$ cat config.mk
export PLATFORM = sky130hd
export DESIGN_NAME = sat_counter
export DESIGN_NICKNAME = d
export VERILOG_FILES = /design/src/rtl/sat_counter.sv
export SDC_FILE = /design/constraint.sdc
export NUM_CORES = 1
export LEC_CHECK = 0
export CAP_MARGIN = 5
export CORE_MARGIN = 4
export CORE_UTILIZATION = 52
export DETAILED_ROUTE_END_ITERATION = 10
export GPL_TIMING_DRIVEN = 0
export HOLD_SLACK_MARGIN = 0.12
export PLACE_DENSITY = 0.89
export SETUP_SLACK_MARGIN = 0.2
export SYNTH_ARGS = -nofsm -noshare
export SYNTH_HDL_FRONTEND = slang
export SYNTH_SLANG_ARGS = --single-unit
$ cat constraint.sdc
create_clock -name CLK -period 2.3 [get_ports CLK]
set_clock_uncertainty 0.1 [all_clocks]
set_input_delay 0.46 -clock CLK [delete_from_list [all_inputs] [get_ports CLK]]
set_output_delay 0.46 -clock CLK [all_outputs]
set_load 0.02 [all_outputs]
$ cat src/rtl/sat_counter.sv
// Saturating counter with synchronous clear; rd optionally shows the value
// including this cycle's increment so a clearing reader never loses it.
module sat_counter #(
    parameter int W = 16
) (
    input  logic         CLK,
    input  logic         RST,
    input  logic         clr,
    input  logic         inc,
    input  logic         byp_rd,
    output logic [W-1:0] rd
);

    logic [W-1:0] cnt;
    logic [W-1:0] cnt_inc;

    assign cnt_inc = (inc && !(&cnt)) ? cnt + W'(1) : cnt;
    assign rd      = byp_rd ? cnt_inc : cnt;

    always_ff @(posedge CLK) begin
        if (RST || clr) begin
            cnt <= '0;
        end else begin
            cnt <= cnt_inc;
        end
    end

endmodule

# ---- Yosys cells after proc, flatten, opt, wreduce, memory -nomap -nowiden
# Index checks and enable logic that the tools add are counted.
# W data, S select, Z words.
dict set report op_classes {
  add_sub_neg 1
  mux 2
  n_reduce_logical 4
}
# op n
set op_table {}
lappend op_table {{$mux W16} 2}
lappend op_table {{$add A16 B1 Y16 const B} 1}
lappend op_table {{$reduce_and A16 Y1} 1}
lappend op_table {{$logic_and A1 B1 Y1} 1}
lappend op_table {{$logic_not A1 Y1} 1}
lappend op_table {{$logic_or A1 B1 Y1} 1}
dict set report totals {
  ff_bits 16
  output_inout_bits 16
}

# ---- Longest topological paths before layout
dict set report logic_depth {
  ltp_word 5
  depth_mapped 6
  ltp_nobuf 5
}

# ---- Least setup slack after synthesis
# No wires, ideal clock.
dict set report synth_path {
  kind {flip-flop to output port}
  start {register cnt[0]}
  end {output rd[14]}
  arrival_time_ns 1.674
  required_time_ns 1.740
  path_slack_ns 0.066
  stages_incl_launch_ff 7
  n_path_buf 1
  cell_sequence {dfxtp_1 -> ha_1 -> and4_1 -> buf_4 -> nand4_2 -> nor4_1 -> xor2_1}
}
dict set report synth_via {
  elab_chain_cells 5
  elab_cells_between_ends 6
  classes_between {add/sub (1); mux (2); reduce/logical (3)}
}
# item line_no
set synth_rtl {}
lappend synth_rtl {{start: declaration} 14} ;# logic [W-1:0] cnt;
lappend synth_rtl {{start signal: assignment} 24} ;# cnt <= cnt_inc;
lappend synth_rtl {{branches (longest 3 deep; another with $add A16 B1 Y16)} n/a}
lappend synth_rtl {{$mux W16 *} 17} ;# assign cnt_inc = (inc && !(&cnt)) ? cnt + W'(1) : cnt;
lappend synth_rtl {{$mux W16 *} 18} ;# assign rd = byp_rd ? cnt_inc : cnt;
lappend synth_rtl {{end: declaration} 11} ;# output logic [W-1:0] rd
# Mark *: on every way between the ends.

# ---- Final worst setup path
# Same ends and word-level chain as after synthesis.

==> report_table.html <==
<table>
<tr><th>Metric</th><th>Value</th></tr>
<tr><th colspan="2">Status</th></tr>
<tr><td>Run status</td><td>complete, but fails checks</td></tr>
<tr><td>Failing checks</td><td>negative setup slack</td></tr>
<tr><th colspan="2">Global route</th></tr>
<tr><td>Grt met3 use</td><td>0.03497</td></tr>
<tr><td>Overall global routing resource usage</td><td>0.2747</td></tr>
<tr><td>Maximum number of pins on one net before global-route repair</td><td>11</td></tr>
<tr><td>Initial antenna violation count</td><td>0</td></tr>
<tr><td>Global-route wire length before repair</td><td>6948 um</td></tr>
<tr><td>Gr ovfl total</td><td>0</td></tr>
<tr><td>Global routing usage on met2</td><td>0.4747</td></tr>
<tr><td>Most used routing layer in global routing</td><td>met2</td></tr>
<tr><td>Via count of the first global-routing pass</td><td>1422</td></tr>
<tr><td>Met1 global-route usage</td><td>0.3352</td></tr>
<tr><th colspan="2">Clock tree</th></tr>
<tr><td>Clock tree from TritonCTS</td><td>yes</td></tr>
<tr><td>TritonCTS Buffers</td><td>3</td></tr>
<tr><td>CTS HTree Levels</td><td>1</td></tr>
<tr><td>Clock Root Buffer</td><td>clkbuf_4</td></tr>
<tr><td>Sinks on Clock Net</td><td>16</td></tr>
<tr><td>Count of hold buffers inserted by post-cts repair</td><td>0</td></tr>
<tr><td>Skew-Pair Late Insertion Delay</td><td>0.30 ns</td></tr>
<tr><td>Maximum root-to-sink buffer count</td><td>2</td></tr>
<tr><td>Clock-pin slew on the worst setup and hold paths</td><td>0.11 ns</td></tr>
<tr><th colspan="2">Placed design</th></tr>
<tr><td>Post-placement cell area</td><td>1438 um^2</td></tr>
<tr><td>Final weighted congestion of routability-driven global placement</td><td>0.8155</td></tr>
<tr><td>Final HPWL from detailed placement</td><td>2276 um</td></tr>
<tr><td>Buffers added on ports</td><td>19</td></tr>
<tr><th colspan="2">Layout</th></tr>
<tr><td>Total non-filler cell area in the finished layout</td><td>1914 um^2</td></tr>
<tr><td>Antenna fix cells</td><td>0</td></tr>
<tr><td>Layout overhead on the synthesized area</td><td>63.46%</td></tr>
<tr><td>Most common library cell in the layout ignoring fill and taps</td><td>buf_4</td></tr>
<tr><td>Fraction of layout instances using a drive strength above 1</td><td>0.5412</td></tr>
<tr><td>Most flops, register</td><td>cnt</td></tr>
<tr><td>Most frequent cells in the layout</td><td>buf_4 (39), nand4_1 (11), o21ai_0 (10), a21oi_1 (10), buf_6 (9)</td></tr>
<tr><td>Net count of the finished layout</td><td>201</td></tr>
<tr><td>Number of flip-flops under the largest register name</td><td>16</td></tr>
<tr><td>Registers with the highest flip-flop counts</td><td>cnt: 16 flops</td></tr>
<tr><th colspan="2">Floorplanning</th></tr>
<tr><td>Height of the die</td><td>55.46 um</td></tr>
<tr><td>Cell Rows</td><td>16</td></tr>
<tr><td>Core Area</td><td>2042 um^2</td></tr>
<tr><td>Die area</td><td>3075 um^2</td></tr>
<tr><td>Die W</td><td>55.46 um</td></tr>
<tr><td>Ports placed on the boundary</td><td>21</td></tr>
<tr><td>Effective utilization at floorplan</td><td>0.5735</td></tr>
<tr><th colspan="2">Pwr</th></tr>
<tr><td>Peak supply drop</td><td>0.3181 mV</td></tr>
<tr><td>Power density cells</td><td>252.1 nW/um^2</td></tr>
<tr><td>Static leakage</td><td>0.8248 nW</td></tr>
<tr><th colspan="2">Synthesis</th></tr>
<tr><td>Mapped cell area</td><td>1171 um^2</td></tr>
<tr><td>Proportion of synthesized chip area in sequential cells</td><td>0.2735</td></tr>
<tr><td>Proportion of synthesized flip-flops having asynchronous set or reset</td><td>0</td></tr>
<tr><td>Yosys warning total</td><td>0</td></tr>
<tr><td>Yosys cell types</td><td>39</td></tr>
<tr><td>Number of register bits inferred by synthesis</td><td>16</td></tr>
<tr><td>Area leader, netlist</td><td>dfxtp_1</td></tr>
<tr><td>Mapped Cells</td><td>143</td></tr>
<tr><td>Main area contributors after synthesis</td><td>dfxtp_1 (27%), xnor2_1 (6.7%), nand4_1 (5.9%)</td></tr>
<tr><td>Top-area cell type share of the netlist area</td><td>0.2735</td></tr>
<tr><td>Number of enable flip-flop cells after synthesis</td><td>0</td></tr>
<tr><td>Post-synthesis average cell area</td><td>8.190 um^2</td></tr>
<tr><td>Primary FF master, synth</td><td>dfxtp_1</td></tr>
<tr><td>Syn_nets</td><td>149</td></tr>
<tr><th colspan="2">Routing</th></tr>
<tr><td>Residual DRC</td><td>0</td></tr>
<tr><td>Detailed-route vias per instance</td><td>7.339</td></tr>
<tr><td>Count of vias placed by the detailed router</td><td>1622</td></tr>
<tr><td>Violation count after the first detailed-routing iteration</td><td>153</td></tr>
<tr><td>First-pass DRT Iterations</td><td>5</td></tr>
<tr><td>Post-detailed-routing wire length</td><td>5543 um</td></tr>
<tr><td>Residual antenna-violating net count after detailed routing</td><td>0</td></tr>
<tr><td>Routed wirelength normalized by instance count</td><td>25.08 um</td></tr>
<tr><th colspan="2">STA</th></tr>
<tr><td>RSZ-0062 raised after global routing</td><td>yes</td></tr>
<tr><td>Total count of max-transition violations in the final report</td><td>0</td></tr>
<tr><td>Actual transition at the worst max-transition pin</td><td>0.6386 ns</td></tr>
<tr><td>Final critical-path share of the clock period</td><td>1.149</td></tr>
<tr><td>Worst path setup slack after routing</td><td>-0.3427 ns</td></tr>
<tr><td>Final Hold Violating Endpoints</td><td>0</td></tr>
<tr><td>Final setup violation count</td><td>16</td></tr>
<tr><td>Relative max-transition margin</td><td>0.5738</td></tr>
<tr><td>Shortest clock period the worst path allows after layout</td><td>2.643 ns</td></tr>
<tr><td>Maximum clock frequency</td><td>378.4 MHz</td></tr>
<tr><td>Setup TNS Final</td><td>-3.516 ns</td></tr>
<tr><th colspan="2">Setup path</th></tr>
<tr><td>Maximum fanout along the worst path</td><td>6</td></tr>
<tr><td>Kind of critical path</td><td>reg2out</td></tr>
<tr><td>Arrival @ worst endpoint</td><td>2.08 ns</td></tr>
<tr><td>Worst Setup End Kind</td><td>output pin</td></tr>
<tr><td>CP bufs+invs</td><td>3</td></tr>
<tr><td>Critical Path RT</td><td>1.74 ns</td></tr>
<tr><td>CP delay by family, top</td><td>simple AND/OR/NAND/NOR gates</td></tr>
<tr><td>Cell breakdown of the critical path</td><td>ha_4, and4_1, buf_6, buf_4, nand4_4, nor4_4, xor2_1, buf_4</td></tr>
<tr><td>Cell with the biggest individual delay on the critical path</td><td>dfxtp_4</td></tr>
<tr><td>Startpoint class of the critical path</td><td>register</td></tr>
<tr><td>Largest stage delay on the critical path</td><td>0.39 ns</td></tr>
<tr><td>Cell type with the highest occurrence count on the critical path</td><td>buf_4</td></tr>
<tr><th colspan="2">Hold path</th></tr>
<tr><td>Worst hold path class</td><td>in2reg</td></tr>
<tr><th colspan="2">Job</th></tr>
<tr><td>Count of max-cap constraint violations</td><td>0</td></tr>
</table>
## where the power goes
group | total, W | switching (W) | internal, W | leakage (nW)
logic | 0.0000469 | 0.0000307 | 0.0000162 | 0.672
registers | 0.000272 | 0.00000145 | 0.000270 | 0.138
clock network | 0.000164 | 0.0000965 | 0.0000675 | 0.0150
total | 0.000483 | 0.000129 | 0.000354 | 0.825
## synth_stat cells (3+ instances only)
| library cell | count |
|---|---|
| a21oi_1 | 10 |
| a31oi_1 | 3 |
| and3_1 | 3 |
| and4_1 | 3 |
| buf_2 | 6 |
| dfxtp_1 | 16 |
| inv_1 | 3 |
| nand2_1 | 5 |
| nand3_1 | 10 |
| nand4_1 | 11 |
| nor2_1 | 4 |
| nor3_1 | 8 |
| nor4_1 | 3 |
| o21ai_0 | 10 |
| or3_1 | 5 |
| xnor2_1 | 9 |
| xor2_1 | 6 |
## per-layer routing
layer  wire length (um)  share of wire
met1               1883           0.34
met2               2584           0.47
met3                695           0.13
met4                379          0.068
met5                  0              0
## timing repair
item | 4_1_cts | 5_1_grt
gates resized for setup | 129 | 32
endpoints found under the setup margin | 16 | 16
buffers inserted | 14 | 13
gates cloned | 1 | 0
pin swaps | 19 | 16
## final timing paths
path,from,end,slack [ns],cells after the start
max,cnt[0],rd[14],-0.34,8
min,inc,cnt[1],0.39,3
max reg2reg,cnt[0],cnt[10],0.31,7
min reg2reg,cnt[14],cnt[14],0.46,1
## cell type report
class / instances / area, um^2
Inverter: 3 / 11.26
Fill cell: 64 / 127.6
Clock buffer: 4 / 26.28
Tap cell: 27 / 33.78
Sequential cell: 16 / 354.1
Buffer: 10 / 86.33
Timing Repair Buffer: 46 / 371.6
Multi-Input combinational cell: 115 / 1031
## worst reg2reg max path, cell delays in order, from the launching register on
cell	delay (ns)
dfxtp_4	0.39
ha_4	0.16
and4_1	0.21
buf_6	0.13
nand4_1	0.25
buf_4	0.23
o21ai_0	0.24
a21oi_1	0.14
## through the flow
stage	power (W)	util	worst slack (ns)	hold WS (ns)	cells
global placement	0.0003199	0.7040	-0.8220	0.4049	189
floorplan	0.0003042	-	0.1447	0.3897	143
global route	0.0004930	0.9375	-0.3942	0.4027	221
CTS	0.0004702	0.8254	-0.2235	0.3619	208
finish	0.0004827	0.9375	-0.3427	0.3858	221
detailed placement	0.0003213	0.7040	-0.8778	0.4173	189
## logic make-up after synthesis
logic type               count (synthesis)  share of synthesized area
AO/OA/AOI/OAI                           31                     0.1592
XOR/XNOR                                15                     0.1122
adder cells (fa/ha/maj)                  1                    0.01068
buffers and inverters                   13                    0.05235
flip-flops                              16                     0.2735
multiplexers                             1                   0.009615
AND/OR/NAND/NOR                         66                     0.3825
Note: power is estimated with default switching activity, not from simulation.
